<file path="config.mk">
export PLATFORM = sky130hd
export DESIGN_NAME = vram_porta_arbiter
export DESIGN_NICKNAME = d
export VERILOG_FILES = /design/src/rtl/vram_pkg.sv /design/src/rtl/vram_rd_tag_pipe.sv /design/src/rtl/vram_porta_arbiter.sv
export SDC_FILE = /design/constraint.sdc
export NUM_CORES = 1
export LEC_CHECK = 0
export CAP_MARGIN = 25
export CORE_MARGIN = 3
export CORE_UTILIZATION = 45
export CTS_BUF_LIST = sky130_fd_sc_hd__clkbuf_16
export DETAILED_ROUTE_END_ITERATION = 10
export DONT_BUFFER_PORTS = 1
export PLACE_DENSITY = 0.69
export SYNTH_ARGS = -nofsm -noshare
export SYNTH_HDL_FRONTEND = slang
export SYNTH_HIERARCHICAL = 1
export SYNTH_SLANG_ARGS = --single-unit
</file>
<file path="constraint.sdc">
create_clock -name clk -period 4.3 [get_ports clk]
set_input_delay 0.43 -clock clk [delete_from_list [all_inputs] [get_ports clk]]
set_output_delay 0.43 -clock clk [all_outputs]
set_load 0.02 [all_outputs]
</file>
<file path="src/rtl/vram_pkg.sv">
`default_nettype none
// ============================================================================
// Module      : vram_pkg
// Description : Shared constants and types for the video/keyboard RAM port-A
//               arbiter. Holds the RAM geometry, read latency, requester ids
//               and the read-return tag layout.
// Revision    : 1.0  initial release
// ============================================================================
package vram_pkg;

  localparam int VRAM_ADDR_W = 14;   // 16K words
  localparam int VRAM_DATA_W = 8;    // byte-wide RAM
  localparam int VRAM_RD_LAT = 2;    // cea -> douta with output register enabled

  // Requester ids carried alongside each in-flight read
  localparam logic REQ_CPU  = 1'b0;  // r0: Z80 bus interface
  localparam logic REQ_HOST = 1'b1;  // r1: host / loader

  // One entry of the read-return pipe
  typedef struct packed {
    logic valid;  // 1 = granted read, 0 = bubble or write
    logic id;     // requester that issued the read
  } rd_tag_t;

endpackage
`default_nettype wire

</file>
<file path="src/rtl/vram_rd_tag_pipe.sv">
`default_nettype none
// ============================================================================
// Module      : vram_rd_tag_pipe
// Description : RD_LAT-stage shift register of read tags {valid, id}. A tag
//               entering on the grant cycle leaves the last stage exactly in
//               the cycle the RAM presents the matching read data.
// Ports       : clk      - system clock
//               reset_n  - asynchronous active-low clear of every stage
//               tag_in   - tag for the access granted this cycle
//               tag_out  - tag aligned with the current RAM read data
// Revision    : 1.0  initial release
// ============================================================================
module vram_rd_tag_pipe
  import vram_pkg::*;
#(
  parameter int RD_LAT = VRAM_RD_LAT
) (
  input  logic    clk,
  input  logic    reset_n,
  input  rd_tag_t tag_in,
  output rd_tag_t tag_out
);

  rd_tag_t [RD_LAT-1:0] stage_q;
  rd_tag_t [RD_LAT-1:0] stage_d;

  always_comb begin
    stage_d    = stage_q;
    stage_d[0] = tag_in;
    for (int i = 1; i < RD_LAT; i++) begin
      stage_d[i] = stage_q[i-1];
    end
  end

  // Clearing here is what discards in-flight reads on a mid-operation reset
  always_ff @(posedge clk or negedge reset_n) begin
    if (!reset_n) begin
      stage_q <= '0;
    end else begin
      stage_q <= stage_d;
    end
  end

  assign tag_out = stage_q[RD_LAT-1];

endmodule
`default_nettype wire

</file>
<file path="src/rtl/vram_porta_arbiter.sv">
`default_nettype none
// ============================================================================
// Module      : vram_porta_arbiter
// Description : Shares port A of the 16K x 8 dual-port video/keyboard RAM
//               between r0 (Z80 bus, priority) and r1 (host/loader). One
//               access per clock; r1 is forced ahead after STARVE_MAX blocked
//               cycles. Read data returns RD_LAT cycles after the grant,
//               steered to the requester by a tag pipe.
// Ports       : clk, reset_n                 - clock, async active-low reset
//               r0_* / r1_*                  - requester interfaces
//                 req/we/addr/wdata  in      - held until gnt
//                 gnt                out     - accepted this cycle
//                 rvalid/rdata       out     - read return (rdata 0 when idle)
//               ram_ada/dina/cea/wrea out    - RAM port-A access controls
//               ram_ocea, ram_reseta  out    - RAM output reg enable / reset
//               ram_douta             in     - RAM port-A read data
// Revision    : 1.0  initial release
// ============================================================================
module vram_porta_arbiter
  import vram_pkg::*;
#(
  parameter int ADDR_W     = VRAM_ADDR_W,
  parameter int DATA_W     = VRAM_DATA_W,
  parameter int RD_LAT     = VRAM_RD_LAT,
  parameter int STARVE_MAX = 8
) (
  input  logic              clk,
  input  logic              reset_n,
  // r0: Z80 bus interface
  input  logic              r0_req,
  input  logic              r0_we,
  input  logic [ADDR_W-1:0] r0_addr,
  input  logic [DATA_W-1:0] r0_wdata,
  output logic              r0_gnt,
  output logic              r0_rvalid,
  output logic [DATA_W-1:0] r0_rdata,
  // r1: host / loader
  input  logic              r1_req,
  input  logic              r1_we,
  input  logic [ADDR_W-1:0] r1_addr,
  input  logic [DATA_W-1:0] r1_wdata,
  output logic              r1_gnt,
  output logic              r1_rvalid,
  output logic [DATA_W-1:0] r1_rdata,
  // RAM port A
  output logic [ADDR_W-1:0] ram_ada,
  output logic [DATA_W-1:0] ram_dina,
  output logic              ram_cea,
  output logic              ram_wrea,
  output logic              ram_ocea,
  output logic              ram_reseta,
  input  logic [DATA_W-1:0] ram_douta
);

  localparam logic [7:0] STARVE_LIM = 8'(STARVE_MAX);

  logic [7:0]        starve_cnt_q, starve_cnt_d;
  logic [ADDR_W-1:0] ada_q, ada_d;
  logic [DATA_W-1:0] dina_q, dina_d;
  logic              gnt0, gnt1;
  logic              wrea;
  rd_tag_t           tag_in, tag_out;

  // --------------------------------------------------------------------------
  // Arbitration. Gated by reset_n so grants and RAM strobes drop the moment
  // reset asserts, not at the next edge.
  // --------------------------------------------------------------------------
  always_comb begin
    gnt0 = 1'b0;
    gnt1 = 1'b0;
    if (reset_n) begin
      if (r0_req && r1_req) begin
        if (starve_cnt_q == STARVE_LIM) begin
          gnt1 = 1'b1;
        end else begin
          gnt0 = 1'b1;
        end
      end else if (r0_req) begin
        gnt0 = 1'b1;
      end else if (r1_req) begin
        gnt1 = 1'b1;
      end
    end
  end

  // Counts consecutive blocked r1 cycles; any r1 grant or a dropped r1
  // request restarts the count.
  always_comb begin
    starve_cnt_d = 8'd0;
    if (r1_req && !gnt1) begin
      starve_cnt_d = (starve_cnt_q == STARVE_LIM) ? starve_cnt_q : starve_cnt_q + 8'd1;
    end
  end

  // RAM address/data follow the winner; with no grant they keep the last
  // driven value so the RAM pins do not toggle needlessly.
  always_comb begin
    ada_d  = ada_q;
    dina_d = dina_q;
    wrea   = 1'b0;
    if (gnt0) begin
      ada_d  = r0_addr;
      dina_d = r0_wdata;
      wrea   = r0_we;
    end else if (gnt1) begin
      ada_d  = r1_addr;
      dina_d = r1_wdata;
      wrea   = r1_we;
    end
  end

  always_ff @(posedge clk or negedge reset_n) begin
    if (!reset_n) begin
      starve_cnt_q <= 8'd0;
      ada_q        <= '0;
      dina_q       <= '0;
    end else begin
      starve_cnt_q <= starve_cnt_d;
      ada_q        <= ada_d;
      dina_q       <= dina_d;
    end
  end

  assign r0_gnt     = gnt0;
  assign r1_gnt     = gnt1;
  assign ram_cea    = gnt0 | gnt1;
  assign ram_wrea   = wrea;
  assign ram_ada    = ada_d;
  assign ram_dina   = dina_d;
  assign ram_ocea   = reset_n;
  assign ram_reseta = ~reset_n;

  // --------------------------------------------------------------------------
  // Read return: writes enter the pipe as bubbles so they never raise rvalid.
  // --------------------------------------------------------------------------
  always_comb begin
    tag_in.valid = (gnt0 | gnt1) & ~wrea;
    tag_in.id    = gnt1 ? REQ_HOST : REQ_CPU;
  end

  vram_rd_tag_pipe #(
    .RD_LAT (RD_LAT)
  ) u_rd_tag_pipe (
    .clk     (clk),
    .reset_n (reset_n),
    .tag_in  (tag_in),
    .tag_out (tag_out)
  );

  assign r0_rvalid = tag_out.valid && (tag_out.id == REQ_CPU);
  assign r1_rvalid = tag_out.valid && (tag_out.id == REQ_HOST);
  assign r0_rdata  = r0_rvalid ? ram_douta : '0;
  assign r1_rdata  = r1_rvalid ? ram_douta : '0;

endmodule
`default_nettype wire

</file>
**Word-level counts from Yosys, hierarchy flattened**

Cells that the tools add are included.

- Flip-flop bits (word level): 34
- Output and inout bits: 46

- Reduce and logical (&&, ||, !) cells: 5
- Add/sub/neg operators: 1
- Eq/ne operators: 2
- Multiplexer cells: 20
- Bitwise logic cells: 5

Operator list:

| kind | count |
|---|---|
| 8-bit two-way mux | 6 |
| 14-bit two-way mux | 2 |
| 1-bit two-way mux | 12 |
| 8-bit by 1-bit adder with 8-bit output (second input constant) | 1 |
| 8-bit by 4-bit equality test with 1-bit output (second input constant) | 1 |
| 1-bit logical AND | 4 |
| 1-bit inverter | 3 |
| 2-bit inequality test (second input constant) | 1 |
| 1-bit bitwise AND | 1 |
| 1-bit zero test | 1 |
| 1-bit bitwise OR | 1 |

**Depth between registers and ports, before layout**

Gate-level depths: netlist (run 1).

- Depth after elaboration: 8
- Mapped depth: 6
- Gate-level depth less buffers: 5

**Modules after synthesis**

The synthesis (run 1) kept the hierarchy.

By module, submodules not included:

| module | instances | area an instance (um2) | sequential area each (um2) | cells an instance |
|---|---|---|---|---|
| vram_porta_arbiter | 1 | 2064.5 | 750.7 | 234 |
| vram_rd_tag_pipe | 1 | 100.1 | 100.1 | 4 |

**Worst setup path before layout (run 1)**

No wires, ideal clock.

- Path type: input port to output port
- Start: input r1_req
- End: output ram_ada[0]
- Arrival: 1708 ps
- Stages: 5
- Setup slack: 2162 ps
- Cell sequence: buf_4 > or4b_4 > o211ai_4 > buf_6 > o221a_1

- Cells in the longest elaborated chain, start to end: 6

RTL lines:

| what | line | text |
|---|---|---|
| start, declared | vram_porta_arbiter.sv:38 | `input logic r1_req,` |
| 1-bit two-way mux | vram_porta_arbiter.sv:80 | `end else if (r1_req) begin` |
| 1-bit two-way mux | vram_porta_arbiter.sv:78 | `end else if (r0_req) begin` |
| 1-bit two-way mux | vram_porta_arbiter.sv:72 | `if (r0_req && r1_req) begin` |
| 1-bit two-way mux | vram_porta_arbiter.sv:71 | `if (reset_n) begin` |
| 14-bit two-way mux | vram_porta_arbiter.sv:105 | `end else if (gnt1) begin` |
| 14-bit two-way mux (*) | vram_porta_arbiter.sv:101 | `if (gnt0) begin` |
| end, declared | vram_porta_arbiter.sv:46 | `output logic [ADDR_W-1:0] ram_ada,` |

Every way passes the cells marked *; elsewhere a longest branch is shown, timed or not.

**Worst setup path after layout (run 1)**

- Start: input r1_req
- End: output ram_ada[4]

The elaborated chain is that of the path after synthesis.

==> impl_metrics.env, run 1 <==
export IMPL_fillers=417
export IMPL_hpwl_um=3480
export IMPL_synth_area_um2=2160
export IMPL_grt_max_degree=50
export IMPL_first_global_vias=1798
export IMPL_fin_crit_sh=0.701
export IMPL_peakVddDrop_mv=0.215
export IMPL_start_util=0.481
export IMPL_drt_initial_drc_count=109
export IMPL_die_w_um=75.4
export IMPL_cpPeakStageDelay_ps=840
export IMPL_grt_pass1_wl_um=8360
export IMPL_cap_viol_max_count=0
export IMPL_clkTransAtPathRegs_ps=50
export IMPL_syn2layout_area_growth_pct=4.51
export IMPL_path_cells="and2_1 -> nand3_1 -> o221a_1"
export IMPL_synth_cells=238
export IMPL_cts_root_buffer="clkbuf_16"
export IMPL_setup_ws_ps=1280
export IMPL_die_area_um2=5680
export IMPL_route_detailed_drc=0
export IMPL_crit_required_ps=3870
export IMPL_cp_num_buf_inv=0
export IMPL_yosysSeqAreaShare=0.393
export IMPL_finalPower_uw=874
export IMPL_ys_warn_count=6
export IMPL_rsz0062_at_grt="no"
export IMPL_cts_tree="done"
export IMPL_cts_buffers_inserted=5
export IMPL_avgRoutedWirePerCell_um=19.3
export IMPL_tns_ps=0
export IMPL_critPathKind="in -> out"
export IMPL_dieHeight_um=75.4
export IMPL_final_layout_size_suffix_gt1_frac=0.0622
export IMPL_drt_antenna_violating_nets=0
export IMPL_via_per_inst=6.62
export IMPL_pin_count=104
export IMPL_fin_cells=277
export IMPL_fin_nets=286
export IMPL_synth_cell_types=40
export IMPL_synth_top_family_by_area="compound AO/OA/AOI/OAI gates"
export IMPL_slew_headroom=0.399
export IMPL_gp_congestion=0.787
export IMPL_yosys_area_share_adder=0.0116
export IMPL_htreeDepth=2
export IMPL_antenna_found_initial=0
export IMPL_overflow=0
export IMPL_finalCriticalPeriod_ps=3020
export IMPL_num_rows=24
export IMPL_critical_path_top_delay_family="simple AND/OR/NAND/NOR gates"
export IMPL_clock_latency_ps=270
export IMPL_post_cts_buffers=0
export IMPL_dp_worst_setup_slack_ps=1240
export IMPL_synthesis_area_per_instance_um2=9.09
export IMPL_grt_usage=0.195
export IMPL_worst_pin_slew_ps=900
export IMPL_setup_worst_path_start_class="input pin"
export IMPL_yosys_area_share_simple=0.257
export IMPL_crit_arrival_ps=2590
export IMPL_crit_fanout=26
export IMPL_finalWirelength_um=5350
export IMPL_p_leak_uw=0.000857
export IMPL_clock_skew_ps=4.62
export IMPL_synth_fp_nets=298
export IMPL_max_freq_mhz=332
export IMPL_synth_compound_area_frac=0.261
export IMPL_status="complete, no violations"
export IMPL_end_kind="primary output"
export IMPL_clockBufferDepth=2
export IMPL_p_per_area_nw_per_um2=386
export IMPL_cts_sinks=34
export IMPL_holdCritPathClass="in -> async"
export IMPL_setup_viol=0
export IMPL_first_pass_iters=5
export IMPL_slew_viol_final=0
export IMPL_vias=1833
export IMPL_io_buffers=0
export IMPL_synth_mux_area_fraction=0
export IMPL_place_inst=270
export IMPL_antenna_cells=0
export IMPL_cp_slowest_cell="nand3_1"
export IMPL_finalHoldViolations=0
export IMPL_synth_xor_area_share=0.0121
export IMPL_ys_ff_latch=34
export IMPL_core_area_um2=4500
-- cells by family after synthesis --
kind of cell,count (synthesis)
adders and majority gates,2
xor gates and xnor gates,3
DFF,34
and+or+nand+nor,108
AOI/OAI and AO/OA,64
buffers and inverters,27
-- cells in the mapped netlist --
| cell type | instances | area (µm²) |
|---|---|---|
| a2111oi_0 | 1 | 8.76 |
| a211oi_1 | 24 | 180 |
| a21oi_1 | 3 | 15.0 |
| a221oi_1 | 3 | 26.3 |
| and2_1 | 10 | 62.6 |
| and3_1 | 8 | 50.1 |
| and4bb_2 | 1 | 12.5 |
| buf_1 | 1 | 3.75 |
| buf_2 | 2 | 10.0 |
| buf_4 | 4 | 30.0 |
| buf_6 | 2 | 22.5 |
| clkbuf_1 | 10 | 37.5 |
| clkinv_1 | 1 | 3.75 |
| dfrtp_1 | 34 | 851 |
| dlymetal6s2s_1 | 1 | 12.5 |
| ha_1 | 2 | 25.0 |
| inv_1 | 6 | 22.5 |
| nand2_1 | 3 | 11.3 |
| nand2b_1 | 1 | 6.26 |
| nand3_1 | 5 | 25.0 |
| nand4_1 | 3 | 18.8 |
| nand4bb_4 | 1 | 27.5 |
| nor2_1 | 45 | 169 |
| nor2b_1 | 2 | 12.5 |
| nor3_1 | 24 | 120 |
| o211ai_1 | 1 | 7.51 |
| o211ai_4 | 1 | 21.3 |
| o21ai_0 | 4 | 20.0 |
| o21ai_1 | 1 | 5.00 |
| o221a_1 | 19 | 214 |
| o221a_2 | 3 | 33.8 |
| o221ai_1 | 1 | 8.76 |
| o22ai_1 | 1 | 6.26 |
| o311ai_0 | 1 | 8.76 |
| o32ai_1 | 1 | 8.76 |
| or3_1 | 3 | 18.8 |
| or3_2 | 1 | 7.51 |
| or4b_4 | 1 | 13.8 |
| xnor2_1 | 1 | 8.76 |
| xor2_1 | 2 | 17.5 |
-- timing repair --
action	in CTS	in global routing
endpoints found under the hold margin	34	0
hold buffers	1	0
gates resized for setup	0	0
-- power by group --
part | total (µW) | internal [µW] | switching (µW)
Clock | 321 | 205 | 115
Combinational | 174 | 61.1 | 113
Sequential | 379 | 356 | 23.0
Total | 874 | 622 | 252
-- sequential cells by signal (all words and copies together), names as in the netlist --
register               count
ada_q                     14
u_rd_tag_pipe/tag_out      2
dina_q                     8
u_rd_tag_pipe/stage_d      2
starve_cnt_q               8
-- routing by layer --
layer,routed length [µm],GRT usage,up-vias
met5,0,0,-
met4,92,0.0738,0
met1,2190,0.237,864
li1,-,-,870
met3,511,0.0475,7
met2,2560,0.333,92
-- final timing paths --
check	slack (ps)	cells past startpoint	endpoint	start
min reg2reg	350	0	u_rd_tag_pipe/tag_out[1]	u_rd_tag_pipe/stage_d[3]
min in group clk	260	1	starve_cnt_q[3]	reset_n
max in group asynchronous	4110	1	dina_q[3]	reset_n
max	1280	3	ram_ada[4]	r1_req
min	2	1	starve_cnt_q[3]	reset_n
max reg2reg	1820	5	ada_q[4]	starve_cnt_q[0]
-- area by class of cell --
type	count	area (µm²)	area share
Tap cell	52	65.1	0.0288
Clock buffer	5	125	0.0553
Timing Repair Buffer	1	20.0	0.00885
Clock inverter	1	3.75	0.00166
Multi-Input combinational cell	177	1170	0.518
Sequential cell	34	851	0.376
Inverter	7	26.3	0.0116
-- stage by stage --
stage | utilization | hold slack (ps) | instance area, µm²
floorplan | - | 134 | 2160
global placement | 0.469 | 136 | 2110
detailed placement | 0.469 | 136 | 2110
CTS | 0.502 | 2.55 | 2260
global route | 0.502 | 2.04 | 2260
finish | 0.502 | 1.68 | 2260
-- placed cells by master (no fill, tap or decap) --
cell and count:
a2111oi_0 1, a21oi_1 3, nand2_1 3, inv_1 6, nand4bb_4 1, and3_1 8, clkbuf_16 5, xnor2_1 1
o221ai_1 1, ha_1 2, or4b_4 1, nand3_1 5, a211oi_1 24, clkinv_1 2, buf_12 1, or3_1 3
o211ai_4 1, o32ai_1 1, a221oi_1 3, o22ai_1 1, dfrtp_1 34, o21ai_1 1, or3_2 1, nor2b_1 2
nor2_1 45, o311ai_0 1, o21ai_0 4, nand2b_1 1, and4bb_2 1, xor2_1 2, nor3_1 24, and2_1 10
o221a_1 19, o221a_2 3, o211ai_1 1, nand4_1 3
Note: power is estimated with default switching activity, not from simulation.
==> inputs of run 2 (changes only) <==
Clock period 4.3 ns to 2.9 ns, I/O delays scaled along.
==> run 2 against run 1 <==
  * Non-clock buffer count grew 3
  * Global-route usage grew 0.47 points
  * Sequential power grew 48%
  * Combinational power grew 52%
  * Register-to-register slack lost 1100 ps
  * Critical path depth is the same
==> impl_metrics.env, run 2 (synthesized netlist as in run 1, its figures left out) <==
export IMPL_first_pass_iters=4
export IMPL_pin_count=104
export IMPL_post_cts_buffers=0
export IMPL_finalHoldViolations=0
export IMPL_cts_tree="done"
export IMPL_crit_required_ps=2610
export IMPL_core_area_um2=4500
export IMPL_placed_cell_area_um2=2130
export IMPL_p_per_area_nw_per_um2=609
export IMPL_fin_cells=282
export IMPL_crit_fanout=23
export IMPL_regMostFlops="ada_q"
export IMPL_drt_initial_drc_count=86
export IMPL_drt_met1_wl_um=2190
export IMPL_rsz0062_at_grt="no"
export IMPL_clkTransAtPathRegs_ps=60
export IMPL_wl_met3_um=558
export IMPL_cap_viol_max_count=0
export IMPL_largest_reg_flops=14
export IMPL_grt_usage=0.199
export IMPL_slew_headroom=0.502
export IMPL_place_inst=272
export IMPL_clock_latency_ps=270
export IMPL_cts_sinks=34
export IMPL_dieHeight_um=75.4
export IMPL_setup_viol=0
export IMPL_wl_met2_um=2780
export IMPL_gp_congestion=0.832
export IMPL_final_layout_size_suffix_gt1_frac=0.0783
export IMPL_start_util=0.481
export IMPL_antenna_found_initial=0
export IMPL_fin_crit_sh=0.898
export IMPL_top_regs="ada_q x14, dina_q x8, starve_cnt_q x8"
export IMPL_via_per_inst=6.59
export IMPL_fin_nets=289
export IMPL_crit_arrival_ps=2320
export IMPL_p_int_uw=1020
export IMPL_p_clk_frac=0.419
export IMPL_slew_viol_final=0
export IMPL_status="complete, no violations"
export IMPL_vias=1858
export IMPL_p_leak_uw=0.000889
export IMPL_die_w_um=75.4
export IMPL_cts_root_buffer="clkbuf_16"
export IMPL_grt_pass1_wl_um=8670
export IMPL_max_freq_mhz=384
export IMPL_finalWirelength_um=5560
export IMPL_drt_antenna_violating_nets=0
export IMPL_fin_area_um2=2320
export IMPL_clockBufferDepth=2
export IMPL_tns_ps=0
export IMPL_syn2layout_area_growth_pct=7.40
export IMPL_first_global_vias=1852
export IMPL_seqPwrFrac=0.395
export IMPL_switchingPower_uw=396
export IMPL_grt_max_degree=50
export IMPL_hpwl_um=3570
export IMPL_top_layer="met4"
export IMPL_route_detailed_drc=0
export IMPL_setup_worst_path_start_class="flop"
export IMPL_clock_skew_ps=5.06
export IMPL_cts_buffers_inserted=5
export IMPL_end_kind="primary output"
export IMPL_holdCritPathClass="in -> reg"
export IMPL_worst_pin_slew_ps=741
export IMPL_htreeDepth=2
export IMPL_avgRoutedWirePerCell_um=19.7
export IMPL_finalCriticalPeriod_ps=2610
export IMPL_antenna_cells=0
export IMPL_overflow=0
export IMPL_peakVddDrop_mv=0.522
export IMPL_critPathKind="reg -> out"
export IMPL_io_buffers=0
export IMPL_num_rows=24
export IMPL_p_comb_frac=0.186
export IMPL_layout_commonest_cell="nor2_1"
export IMPL_die_area_um2=5680
export IMPL_switching_share=0.279
export IMPL_layout_common_cells="nor2_1, dfrtp_1, nor3_1, a211oi_1, o221a_1"
[run 2: changes by cell type in the layout (fill, tap and decap cells not counted), sizes merged]
cell / previous run / this run
inv: 6 / 7
clkinv: 2 / 1
dlygate4sd3: 0 / 1
clkinvlp: 0 / 1
buf: 1 / 3
bufinv: 0 / 1
[run 2: power groups by stage]
stage               Clock (µW)  Sequential (µW)  Combinational, µW
detailed placement           0              565                251
floorplan                    0              559                246
CTS                        603              559                267
global route               625              566                290
global placement             0              566                245
finish                     593              560                264
[run 2: worst paths after layout]
kind	from	cells after the start	endpoint	slack (ps)
worst max-delay path	starve_cnt_q[4]	3	ram_dina[1]	290
worst max register to register	starve_cnt_q[4]	3	dina_q[1]	740
min in group asynchronous	reset_n	2	ada_q[0]	470
max in group asynchronous	reset_n	2	ada_q[12]	2240
worst min-delay path	reset_n	1	starve_cnt_q[3]	120
worst min register to register	u_rd_tag_pipe/stage_d[3]	0	u_rd_tag_pipe/tag_out[1]	350
[run 2: metal layers]
layer,global-route usage,up-vias
met2,0.360,99
li1,-,882
met1,0.240,875
met5,0,-
met4,0.0447,0
met3,0.0475,2
[run 2: area by class of cell]
class / instances / area (µm²)
sequential: 34 / 851
clock buffer: 5 / 125
fill: 407 / 2180
tap: 52 / 65.1
clock inverter: 3 / 41.3
multi-input combinational: 177 / 1170
timing repair buffer: 4 / 45.0
inverter: 7 / 26.3
[run 2: worst max-delay path, stage by stage, from the launching register on]
cell,delay (ps)
dfrtp_1,440
or4b_4,580
o211ai_4,570
o221a_1,460
[run 2: metrics by stage]
stage                     hold WS, ps  setup slack, ps   util  power [µW]
after floorplan                 -5.59              954      -         805
after global placement          -4.30              612  0.473         812
after detailed placement        -3.94              568  0.473         816
after CTS                         110              271  0.516        1430
after global routing              121              141  0.516        1480
final                             116              295  0.516        1420
[run 2: what timing repair did]
item	in CTS	in global routing
hold buffers	2	0
resized for setup	0	0
hold endpoints to repair	34	0
